--- config.mk ---
export PLATFORM = sky130hd
export DESIGN_NAME = seg7_scan_flat
export DESIGN_NICKNAME = d
export VERILOG_FILES = /design/src/rtl/seg7_scan_if.sv /design/src/rtl/seg7_scan.sv /design/src/flat_wrapper.sv
export SDC_FILE = /design/constraint.sdc
export NUM_CORES = 1
export LEC_CHECK = 0
export CAP_MARGIN = 40
export CORE_MARGIN = 2
export CORE_UTILIZATION = 50
export DETAILED_ROUTE_END_ITERATION = 8
export PLACE_DENSITY = 0.73
export SLEW_MARGIN = 40
export SYNTH_ARGS = -nofsm -noshare
export SYNTH_HDL_FRONTEND = slang
export SYNTH_SLANG_ARGS = --single-unit
--- constraint.sdc ---
create_clock -name clk -period 6.91 [get_ports clk]
set_input_delay 1.382 -clock clk [delete_from_list [all_inputs] [get_ports clk]]
set_output_delay 1.382 -clock clk [all_outputs]
set_load 0.03 [all_outputs]
--- src/rtl/seg7_scan_if.sv ---
// Load handshake and scan outputs of the 4-digit multiplexed 7-segment scanner.
// The master side supplies values; the slave side is the scanner.
interface seg7_scan_if;
    logic        load;
    logic [15:0] value;
    logic        lz_blank;
    logic        ready;
    logic [3:0]  nibble;
    logic [3:0]  digit_en;
    logic        blank;
    logic        frame_tick;

    modport master (
        output load, value, lz_blank,
        input  ready, nibble, digit_en, blank, frame_tick
    );

    modport slave (
        input  load, value, lz_blank,
        output ready, nibble, digit_en, blank, frame_tick
    );
endinterface

--- src/rtl/seg7_scan.sv ---
// Four-digit hex display scanner: ON/DEAD time multiplexing with a pending
// register so a new value only replaces the display on a frame boundary.
module seg7_scan #(
    parameter int CLK_DIV  = 50000,
    parameter int DEAD_CYC = 16
) (
    input  logic        clk,
    input  logic        rst,
    seg7_scan_if.slave  bus
);
    localparam logic [19:0] ON_LAST   = 20'(CLK_DIV - 1);
    localparam logic [19:0] DEAD_LAST = 20'(DEAD_CYC - 1);

    typedef enum logic {ST_DEAD, ST_ON} state_t;

    state_t      state_q, state_d;
    logic [1:0]  d_q, d_d;
    logic [19:0] cnt_q, cnt_d;
    logic        init_q, init_d;
    logic [15:0] disp_q, disp_d, pend_q, pend_d;
    logic        lz_q, lz_d, pend_lz_q, pend_lz_d;
    logic        ready_q, ready_d;
    logic [3:0]  nib_q, nib_d, en_q, en_d;
    logic        blank_q, blank_d, tick_q, tick_d;
    logic [3:0]  zero_above;

    // zero_above[i]: digit i and every more significant digit are zero
    genvar gi;
    generate
        for (gi = 0; gi < 4; gi++) begin : g_zero
            assign zero_above[gi] = (disp_d[15:4*gi] == '0);
        end
    endgenerate

    always_comb begin
        state_d   = state_q;
        d_d       = d_q;
        cnt_d     = cnt_q + 20'd1;
        init_d    = init_q;
        disp_d    = disp_q;
        lz_d      = lz_q;
        pend_d    = pend_q;
        pend_lz_d = pend_lz_q;
        ready_d   = ready_q;
        case (state_q)
            ST_ON: begin
                if (cnt_q == ON_LAST) begin
                    state_d = ST_DEAD;
                    cnt_d   = '0;
                end
            end
            default: begin
                if (cnt_q == DEAD_LAST) begin
                    state_d = ST_ON;
                    cnt_d   = '0;
                    d_d     = d_q + 2'd1;
                    init_d  = 1'b0;
                end
            end
        endcase
        // A frame boundary commits the pending value; a same-cycle load waits a frame
        if (tick_q && !ready_q) begin
            disp_d  = pend_q;
            lz_d    = pend_lz_q;
            ready_d = 1'b1;
        end
        if (bus.load && ready_q) begin
            pend_d    = bus.value;
            pend_lz_d = bus.lz_blank;
            ready_d   = 1'b0;
        end
    end

    // Outputs are derived from next-state values so they switch with the state
    always_comb begin
        en_d    = '0;
        nib_d   = nib_q;
        blank_d = 1'b1;
        if (state_d == ST_ON) begin
            en_d    = 4'b0001 << d_d;
            nib_d   = disp_d[{d_d, 2'b00} +: 4];
            blank_d = lz_d && (d_d != 2'd0) && zero_above[d_d];
        end
        tick_d = (state_d == ST_DEAD) && (d_d == 2'd3) && (cnt_d == DEAD_LAST) && !init_d;
    end

    always_ff @(posedge clk or posedge rst) begin
        if (rst) begin
            state_q   <= ST_DEAD;
            d_q       <= 2'd3;
            cnt_q     <= '0;
            init_q    <= 1'b1;
            disp_q    <= '0;
            pend_q    <= '0;
            lz_q      <= 1'b0;
            pend_lz_q <= 1'b0;
            ready_q   <= 1'b1;
            nib_q     <= '0;
            en_q      <= '0;
            blank_q   <= 1'b1;
            tick_q    <= 1'b0;
        end else begin
            state_q   <= state_d;
            d_q       <= d_d;
            cnt_q     <= cnt_d;
            init_q    <= init_d;
            disp_q    <= disp_d;
            pend_q    <= pend_d;
            lz_q      <= lz_d;
            pend_lz_q <= pend_lz_d;
            ready_q   <= ready_d;
            nib_q     <= nib_d;
            en_q      <= en_d;
            blank_q   <= blank_d;
            tick_q    <= tick_d;
        end
    end

    assign bus.ready      = ready_q;
    assign bus.nibble     = nib_q;
    assign bus.digit_en   = en_q;
    assign bus.blank      = blank_q;
    assign bus.frame_tick = tick_q;
endmodule

--- src/flat_wrapper.sv ---
// flat-port wrapper written by rule: the top's interface ports become plain ports
module seg7_scan_flat 
#(
    parameter int CLK_DIV  = 50000,
    parameter int DEAD_CYC = 16
)
  (clk, rst, bus_load, bus_value, bus_lz_blank, bus_ready, bus_nibble, bus_digit_en, bus_blank, bus_frame_tick);
  seg7_scan_if bus_i ();
  input  logic clk;
  input  logic rst;
  input wire logic [$bits(bus_i.load)-1:0] bus_load;
  input wire logic [$bits(bus_i.value)-1:0] bus_value;
  input wire logic [$bits(bus_i.lz_blank)-1:0] bus_lz_blank;
  output wire logic [$bits(bus_i.ready)-1:0] bus_ready;
  output wire logic [$bits(bus_i.nibble)-1:0] bus_nibble;
  output wire logic [$bits(bus_i.digit_en)-1:0] bus_digit_en;
  output wire logic [$bits(bus_i.blank)-1:0] bus_blank;
  output wire logic [$bits(bus_i.frame_tick)-1:0] bus_frame_tick;
  assign bus_i.load = bus_load;
  assign bus_i.value = bus_value;
  assign bus_i.lz_blank = bus_lz_blank;
  assign bus_ready = bus_i.ready;
  assign bus_nibble = bus_i.nibble;
  assign bus_digit_en = bus_i.digit_en;
  assign bus_blank = bus_i.blank;
  assign bus_frame_tick = bus_i.frame_tick;
  seg7_scan #(.CLK_DIV(CLK_DIV), .DEAD_CYC(DEAD_CYC)) u_core (.clk(clk), .rst(rst), .bus(bus_i));
endmodule
# ---- Yosys cells after proc, flatten, opt, wreduce, memory -nomap -nowiden
# Index checks and enable logic that the tools add are counted.
dict set report totals {
  wordCells 56
  output_inout_bits 11
  inputBits 20
  ff_bits 69
}
dict set report classes {
  n_lt_le_gt_ge 1
  n_shift 2
  eq_ne 4
  n_reduce_logical 15
  add_sub_neg 2
  bitwise 1
  muxes 18
}
# cell count
set op_table {}
lappend op_table {{$mux 20} 3}
lappend op_table {{$eq 20x4->1 const B} 2}
lappend op_table {{$add 20x1->20 const B} 1}
lappend op_table {{$eq 20x16->1 const B} 1}
lappend op_table {{$logic_not 16->1} 1}
lappend op_table {{$mux 16} 1}
lappend op_table {{$shiftx 16x5->4} 1}
lappend op_table {{$logic_not 12->1} 1}
lappend op_table {{$mux 1} 10}
lappend op_table {{$logic_not 8->1} 1}
lappend op_table {{$logic_and 1x1->1} 7}
lappend op_table {{$logic_not 4->1} 1}
lappend op_table {{$mux 2} 2}
lappend op_table {{$mux 4} 1}
lappend op_table {{$reduce_bool 2->1} 2}
lappend op_table {{$shl 1x2->4 const A} 1}
lappend op_table {{$lt 2x3->1 const B} 1}
lappend op_table {{$add 2x1->2 const B} 1}
lappend op_table {{$bmux 1 s2} 1}
lappend op_table {{$eq 2x2->1 const B} 1}
lappend op_table {{$logic_not 1->1} 2}
lappend op_table {{$not 1->1} 1}

# ---- Depth between registers and ports, before layout
# Gate-level depths: netlist (run 1).
dict set report logic_depth {
  ltp_word 8
  depth_mapped 9
  ltp_nobuf 7
}

# ---- Worst setup path after synthesis (run 1)
# Ideal clock, no wire load.
dict set report synth_path {
  path_kind {input port to flip-flop}
  startpoint {input bus_load}
  endpoint {register u_core.pend_q[0]}
  arrival_ns 2.320
  n_path_buf 1
  setup_slack_ns 4.466
  stages 3
  path_cell_list {nand2_1 -> clkbuf_1 -> mux2_2}
}
dict set report synth_via {
  elab_chain_len 1
}
# item line
set synth_lines {}
lappend synth_lines {{start, declared} flat_wrapper.sv:11} ;# input wire logic [$bits(bus_i.load)-1:0] bus_load;
lappend synth_lines {{$logic_and 1x1->1} seg7_scan.sv:67} ;# if (bus.load && ready_q) begin
lappend synth_lines {{end signal, assigned} seg7_scan.sv:108} ;# pend_q <= pend_d;
lappend synth_lines {{end, declared} seg7_scan.sv:20} ;# logic [15:0] disp_q, disp_d, pend_q, pend_d;
# No other way between the ends.
# A chain may end at the register's enable or synchronous reset.

# ---- Worst setup path after layout (run 1)
dict set report layout_path {
  startpoint {register u_core.ready_q (netlist: u_core.bus.ready)}
  endpoint {output bus_ready}
}
# item line
set layout_rtl {}
lappend layout_rtl {{start, declared} seg7_scan.sv:22} ;# logic ready_q, ready_d;
lappend layout_rtl {{start signal, assigned} seg7_scan.sv:111} ;# ready_q <= ready_d;
lappend layout_rtl {{end, declared} flat_wrapper.sv:14} ;# output wire logic [$bits(bus_i.ready)-1:0] bus_ready;
# No word-level cell between the ends.

==> results.json, run 1 <==
{
  "port_buffers": 30,
  "cts_max_path_buffers": 2,
  "worstSkewPairLatency_ps": 350,
  "syn-cell-area_um2": 3370,
  "rows": 29,
  "rsz0062_at_grt": "false",
  "post-route-period-util_pct": 42.6,
  "drtAntennaViolNets": 0,
  "synth_nets": 319,
  "hold_viol_final": 0,
  "worst_r2r_path_depth": 7,
  "seq_power_share_pct": 56.2,
  "grt.overflow.total": 0,
  "diodes": 0,
  "end_kind": "output port",
  "areaGrowthSynthToFinish_pct": 15.5,
  "seq_area_frac_synth_pct": 51.4,
  "path_delay_family": "buffers and inverters",
  "synth-seq-cells": 69,
  "reg2reg_from": "u_core.cnt_q[0]",
  "fin_cells": 407,
  "cts_made_buffers": 9,
  "drt-vias-per-instance": 5.80,
  "power.density_nw_per_um2": 184,
  "sw_frac_of_total_pct": 22.7,
  "synth_cell_types": 52,
  "track_usage_pct": 19.8,
  "antenna_found_initial": 0,
  "cp_data_arrival_time_ps": 1560,
  "slew_viol_final": 0,
  "min_delay_path_depth": 1,
  "remaining_drc_errors": 0,
  "grt_pass1_wl_um": 11400,
  "critPathSlowestCell": "clkdlybuf4s50_1",
  "cts_resized": 0,
  "crit_buf_inv": 1,
  "setup_tns_ps": 0,
  "dp_hpwl_um": 4540,
  "vdd_ir_drop_max_uv": 126,
  "synth-main-ff-cell": "dfrtp_1",
  "hp-start": "u_core.init_q",
  "start_util_pct": 52.5,
  "clockPowerShare_pct": 41.0,
  "drt_iter0_markers": 110,
  "maxSlewHeadroom_pct": 49.8,
  "whs_ps": 496,
  "reg2reg_to": "u_core.bus.digit_en[2]",
  "p_comb_share_pct": 2.8,
  "p_leak_nw": 1.80,
  "fin_crit_ps": 2940,
  "grt_start_max_net_pins": 43,
  "postSynthCellCount": 298,
  "globalplace.congestion": 0.825,
  "yosys_warnings": 0,
  "finish.utilization_pct": 60.6,
  "die_width_um": 86.1,
  "setup_viol": 0,
  "path_clk_slew_ps": 70,
  "grt_pass1_vias": 2312,
  "cap_violations": 0,
  "min_to": "u_core.init_q",
  "hold_class": "register to register",
  "outcome": "completed",
  "synthArstFlopShare_pct": 100,
  "coreArea_um2": 6420,
  "cts-root-buf": "clkbuf_8",
  "internal_power_mw": 0.555,
  "cpPeakStageDelay_ps": 660,
  "fin_skew_ps": 8.11,
  "worst_pin_slew_ps": 751,
  "die_y_um": 86.1,
  "max_freq_mhz": 340,
  "hold_buffers": 0,
  "path_class": "register to output port",
  "syn_area_per_cell_um2": 11.3,
  "cts_sinks": 69,
  "required_ps": 5530,
  "crit_chain": "clkdlybuf4s50_1",
  "dr.pass1.iters": 4,
  "synth-edff-count": 0,
  "finalNetCount": 346,
  "drive_gt1_share_pct": 20.3,
  "routed_wl_um": 6390,
  "cts_tree": "built",
  "io_pins": 31,
  "wl_per_cell_um": 15.7,
  "cts-htree-levels": 3,
  "startpoint_type": "register",
  "reg2reg_slack_ps": 4530,
  "dp_cells": 391,
  "num_vias": 2360,
  "post_cts_buffers": 0,
  "die_area_um2": 7420,
  "path_max_fanout": 4,
  "p_sw_mw": 0.163
}
Yosys cell counts, types with 6 or more instances:
master	n	area share, %
and2_1	6	1.1
nand3_1	10	1.5
mux2_2	34	11
o21ai_0	6	0.89
dfrtp_1	64	47
nor4_1	11	2.0
buf_2	7	1.0
xor2_1	10	2.6
nand2_1	13	1.4
xnor2_1	11	2.9
nor2_1	27	3.0
mux2i_1	8	2.4
a21oi_1	11	1.6
inv_1	7	0.78
how the worst max path moves through the flow:
| stage | from | endpoint | slack, ps | cells past startpoint |
|---|---|---|---|---|
| after global placement | bus_load | u_core.pend_q[2] | 4040 | 3 |
| after global routing | u_core.bus.ready | bus_ready | 3920 | 1 |
| after detailed placement | bus_load | u_core.pend_q[8] | 4020 | 3 |
| after floorplan | rst | u_core.bus.digit_en[0] | 3800 | 1 |
| after CTS | u_core.bus.ready | bus_ready | 3950 | 1 |
| final | u_core.bus.ready | bus_ready | 3970 | 1 |
cell usage in the layout (no fill, tap or decap), drive strengths merged, types with 2 or more instances in the layout:
cell            n
dfrtp          64
mux2           34
clkdlybuf4s50  30
nor2           27
nand2          13
nor4           13
xnor2          12
nand3          11
a21oi          11
clkbuf         11
xor2           10
mux2i           8
inv             8
and2            6
o21ai           6
nor3            6
nand4           6
and3            5
o22a            5
nor3b           5
dfstp           5
a221oi          4
clkinvlp        3
o21a            2
a31oi           2
or2             2
clkinv          2
buf             2
routing by layer:
layer	track usage [%]	share of wire (%)	vias to the layer above
li1	-	-	1125
met1	26.6	45	1168
met2	31.3	49	56
met3	4.72	4.6	11
met4	7.79	1.8	0
met5	0	0	-
kinds of logic after synthesis:
kind of cell,after synthesis,share of synthesized area [%]
mux,42,13.7
flops,69,51.4
fa+ha+maj,2,0.668
buf+inv,24,3.49
compound gates,38,7.72
xor+xnor,22,5.94
simple gates,101,17.1
final cells by class:
type                    instances  area (um2)
clock inverters                 5        36.3
repair buffers                 32         328
well taps                      77        96.3
multi-input cells             205        1530
flip-flops and latches         69        1730
inverters                       8        30.0
fillers                       541        2530
clock buffers                  11         141
through the flow:
stage               cell area, um2  power (mW)  setup slack (ps)
global route                  3890       0.752              3920
global placement              3690       0.431              4040
finish                        3890       0.718              3970
detailed placement            3710       0.432              4020
floorplan                     3370       0.417              3800
CTS                           3890       0.730              3950
state kept, by name, summed over array words and instances, names as in the netlist:
signal and count:
u_core.bus.blank 1, u_core.bus.digit_en 4, u_core.bus.frame_tick 1, u_core.bus.nibble 4, u_core.bus.ready 1, u_core.cnt_q 20
u_core.d_q 2, u_core.disp_q 16, u_core.init_q 1, u_core.lz_q 1, u_core.pend_lz_q 1, u_core.pend_q 16
u_core.state_q 1
power by group through the flow:
stage | logic, mW | registers, mW | clock network, mW
2_1_floorplan | 0.00597 | 0.411 | 0
6_report | 0.0199 | 0.404 | 0.295
3_3_place_gp | 0.0191 | 0.411 | 0
5_1_grt | 0.0226 | 0.404 | 0.326
3_5_place_dp | 0.0207 | 0.411 | 0
4_1_cts | 0.0209 | 0.404 | 0.306
Note: power is estimated with default switching activity, not from simulation.
==> run 2: changes to the inputs <==
==> constraint.sdc (replaced) <==
create_clock -name clk -period 3.05 [get_ports clk]
set_input_delay 0.61 -clock clk [delete_from_list [all_inputs] [get_ports clk]]
set_output_delay 0.61 -clock clk [all_outputs]
set_load 0.03 [all_outputs]
==> results.json, run 2 (same netlist as run 1, synthesis figures left out) <==
{
  "grt_start_max_net_pins": 50,
  "end_kind": "register",
  "cts_max_path_buffers": 2,
  "finalNetCount": 348,
  "vdd_ir_drop_max_uv": 281,
  "grt.overflow.total": 0,
  "dp_cells": 393,
  "slew_viol_final": 0,
  "fin_cells": 409,
  "reg2reg_from": "u_core.bus.ready",
  "post_cts_buffers": 0,
  "die_y_um": 86.1,
  "min_delay_path_depth": 1,
  "hold_buffers": 0,
  "remaining_drc_errors": 0,
  "num_vias": 2344,
  "cap_violations": 0,
  "cts_resized": 0,
  "hp-start": "u_core.init_q",
  "reg2reg_slack_ps": 620,
  "path_clk_slew_ps": 70,
  "cts_made_buffers": 9,
  "coreArea_um2": 6420,
  "cp_data_arrival_time_ps": 2720,
  "min_to": "u_core.init_q",
  "routed_wl_um": 6600,
  "areaGrowthSynthToFinish_pct": 15.4,
  "track_usage_pct": 20.2,
  "io_pins": 31,
  "drt-vias-per-instance": 5.73,
  "cts_tree": "built",
  "cts-htree-levels": 3,
  "place_area_um2": 3720,
  "port_buffers": 30,
  "final_cell_mix": "64 x dfrtp_1, 34 x mux2_2, 30 x clkdlybuf4s50_1, 27 x nor2_1, 13 x nand2_1",
  "whs_ps": 498,
  "critPathSlowestCell": "dfstp_2",
  "grt_pass1_wl_um": 11400,
  "finalPower_mw": 1.60,
  "antenna_found_initial": 0,
  "dr.pass1.iters": 4,
  "design_area_um2": 3890,
  "rsz0062_at_grt": "false",
  "path_class": "register to register",
  "worst_pin_slew_ps": 704,
  "max_freq_mhz": 412,
  "drtAntennaViolNets": 0,
  "top_register": "u_core.cnt_q",
  "start_util_pct": 52.5,
  "worst_r2r_path_depth": 7,
  "die_width_um": 86.1,
  "hold_class": "register to register",
  "cpPeakStageDelay_ps": 550,
  "dpl_worst_slack_ps": 573,
  "fin_crit_ps": 2430,
  "reg2reg_to": "u_core.bus.blank",
  "fin_skew_ps": 6.13,
  "finish.utilization_pct": 60.6,
  "p_leak_nw": 1.81,
  "largest_reg_flops": 20,
  "drive_gt1_share_pct": 19.9,
  "reg_top3": "u_core.cnt_q x20, u_core.disp_q x16, u_core.pend_q x16",
  "crit_chain": "nand2b_1 > buf_4 > mux2i_1 > inv_1 > nor4_1 > o211ai_1 > o21ai_0",
  "grt_pass1_vias": 2366,
  "hold_viol_final": 0,
  "multiInputGateArea_um2": 1520,
  "globalplace.congestion": 0.826,
  "path_max_fanout": 15,
  "setup_viol": 0,
  "dp_hpwl_um": 4680,
  "maxSlewHeadroom_pct": 53.0,
  "worstSkewPairLatency_ps": 360,
  "setup_tns_ps": 0,
  "power.density_nw_per_um2": 412,
  "rows": 29,
  "wl_per_cell_um": 16.1,
  "seqCellArea_um2": 1730,
  "post-route-period-util_pct": 79.6,
  "cts-root-buf": "clkbuf_8",
  "post-route-worst-setup-slack_ps": 621,
  "outcome": "completed",
  "diodes": 0,
  "cts_sinks": 69,
  "drt_iter0_markers": 239,
  "n_fill_cell": 538,
  "die_area_um2": 7420,
  "layout_commonest_cell": "dfrtp_1",
  "startpoint_type": "register",
  "required_ps": 3340
}
## run 2: cell count changes in the layout (fill, tap and decap cells not counted)
cell	before	now
a21oi_1	10	11
clkinvlp_4	3	2
nand2b_1	0	1
buf_4	1	3
nor2_2	1	0
nor2_1	26	27
nand2b_2	1	0
clkbuf_8	10	9
a21oi_2	1	0
clkinv_2	1	3
## run 2: critical path, delay by kind of cell (launching register included)
family	cells	cell delay, ps
buffers and inverters	2	390
AO/OA/AOI/OAI	2	310
AND/OR/NAND/NOR	2	790
flip-flops	1	550
multiplexers	1	330
## run 2: layer usage
metal	vias up	part of all wire [%]	GRT usage [%]
met3	16	5.0	7.03
met1	1145	43	25.6
met2	61	50	32.0
li1	1122	-	-
met5	-	0	0
met4	0	2.2	7.36
## run 2: area by class of cell
class | instances | area share, %
clock buffer | 10 | 3.28
clock inverter | 6 | 0.997
inverter | 8 | 0.772
multi-input combinational | 205 | 39.1
sequential | 69 | 44.5
tap | 77 | 2.48
timing repair buffer | 34 | 8.81
## run 2: worst max path at each step
stage | startpoint | endpoint | slack [ps]
5_1_grt | u_core.bus.ready | u_core.bus.blank | 430
6_report | u_core.bus.ready | u_core.bus.blank | 620
3_3_place_gp | u_core.bus.ready | u_core.bus.blank | 610
2_1_floorplan | rst | u_core.bus.digit_en[0] | 710
4_1_cts | u_core.bus.ready | u_core.bus.blank | 560
3_5_place_dp | u_core.bus.ready | u_core.bus.blank | 570
## run 2: power by group
part / switching, mW / internal (mW)
clock network: 0.352 / 0.293
logic: 0.0205 / 0.0239
registers: 0 / 0.915
total: 0.372 / 1.23
==> run 3: changes to the inputs <==
==> constraint.sdc (replaced) <==
create_clock -name clk -period 2.37 [get_ports clk]
set_input_delay 0.474 -clock clk [delete_from_list [all_inputs] [get_ports clk]]
set_output_delay 0.474 -clock clk [all_outputs]
set_load 0.03 [all_outputs]
==> results.json, run 3 (same netlist as run 1, synthesis figures left out) <==
{
  "grt_pass1_vias": 2358,
  "track_usage_pct": 20.8,
  "hold_buffers": 0,
  "wl_per_cell_um": 16.5,
  "top_register": "u_core.cnt_q",
  "crit_buf_inv": 1,
  "start_util_pct": 52.5,
  "antenna_found_initial": 0,
  "post-route-period-util_pct": 93.3,
  "cpPeakStageDelay_ps": 550,
  "areaGrowthSynthToFinish_pct": 19.3,
  "hold_class": "register to register",
  "cts_tree": "built",
  "num_vias": 2425,
  "path_max_fanout": 21,
  "place_area_um2": 3810,
  "coreArea_um2": 6420,
  "dp_hpwl_um": 4800,
  "fin_crit_ps": 2210,
  "critPathSlowestCell": "dfstp_2",
  "fin_skew_ps": 6.10,
  "drt-vias-per-instance": 5.79,
  "reg_top3": "u_core.cnt_q x20, u_core.disp_q x16, u_core.pend_q x16",
  "worstSkewPairLatency_ps": 350,
  "worst_pin_slew_ps": 414,
  "grt_pass1_wl_um": 11700,
  "die_y_um": 86.1,
  "routed_wl_um": 6900,
  "post_cts_buffers": 0,
  "drive_gt1_share_pct": 22.5,
  "path_class": "register to register",
  "grt.overflow.total": 0,
  "finalPower_mw": 2.24,
  "end_kind": "register",
  "cts-root-buf": "clkbuf_8",
  "drt_iter0_markers": 115,
  "startpoint_type": "register",
  "cts_made_buffers": 9,
  "globalplace.congestion": 0.855,
  "required_ps": 2610,
  "rows": 29,
  "layout_commonest_cell": "dfrtp_1",
  "die_width_um": 86.1,
  "p_leak_nw": 1.89,
  "rsz0062_at_grt": "false",
  "power.density_nw_per_um2": 557,
  "cts_sinks": 69,
  "port_buffers": 30,
  "fin_cells": 419,
  "die_area_um2": 7420,
  "design_area_um2": 4020,
  "dr.pass1.iters": 5,
  "largest_reg_flops": 20,
  "path_delay_family": "multiplexers",
  "final_cell_mix": "64 x dfrtp_1, 34 x mux2_2, 30 x clkdlybuf4s50_1, 27 x nor2_1, 13 x nand2_1",
  "hold_viol_final": 0,
  "cts_max_path_buffers": 2,
  "io_pins": 31,
  "grt_start_max_net_pins": 70,
  "finalNetCount": 358,
  "outcome": "completed",
  "cts_resized": 0,
  "remaining_drc_errors": 0,
  "setup_tns_ps": 0,
  "cap_violations": 0,
  "cts-htree-levels": 3,
  "maxSlewHeadroom_pct": 72.4,
  "setup_viol": 0,
  "critPathMostFrequentCell": "mux2_2",
  "crit_chain": "nand2b_1 > buf_12 > mux2_2 > mux2_2 > a221oi_1 > a21oi_1 > o22a_1",
  "diodes": 0,
  "dp_cells": 403,
  "vdd_ir_drop_max_uv": 284,
  "cp_data_arrival_time_ps": 2450,
  "drtAntennaViolNets": 0,
  "whs_ps": 501,
  "slew_viol_final": 0,
  "max_freq_mhz": 452,
  "path_clk_slew_ps": 70,
  "reg2reg_slack_ps": 160
}
run 3: cell types whose count changed in the layout (fill, tap and decap cells not counted):
cell,change
bufinv_16,+1
inv_6,-1
and3_1,-1
and3_2,+1
buf_4,+9
clkinvlp_4,-1
clkinv_2,-2
buf_12,+1
clkbuf_8,+3
run 3: per-stage QoR:
stage	utilization [%]	setup WS (ps)
2_1_floorplan	-	132
3_3_place_gp	59.3	226
3_5_place_dp	59.3	111
4_1_cts	62.6	92.3
5_1_grt	62.7	7.50
6_report	62.7	159
run 3: cell type report:
| type | count | area, um2 |
|---|---|---|
| fillers | 520 | 2400 |
| flip-flops and latches | 69 | 1730 |
| multi-input cells | 205 | 1520 |
| repair buffers | 44 | 430 |
| clock buffers | 13 | 169 |
| well taps | 77 | 96.3 |
| clock inverters | 3 | 42.5 |
| inverters | 8 | 30.0 |
run 3: power by group:
| part | internal, mW | switching [mW] |
|---|---|---|
| Clock | 0.571 | 0.434 |
| Sequential | 1.18 | 0 |
| Combinational | 0.0309 | 0.0267 |
run 3: layer usage:
metal / routed length, um / track usage (%)
met5: 0 / 0
met4: 192 / 9.38
met2: 3220 / 31.6
met3: 343 / 5.20
met1: 3140 / 28.2
run 3: path summary, 6_finish.rpt:
check	from	end	cells past startpoint
max	u_core.bus.ready	u_core.bus.nibble[0]	7
min	u_core.init_q	u_core.init_q	1
max reg2reg	u_core.bus.ready	u_core.bus.nibble[0]	7
min reg2reg	u_core.init_q	u_core.init_q	1
max in group asynchronous	rst	u_core.init_q	3
min in group asynchronous	rst	u_core.pend_q[12]	3
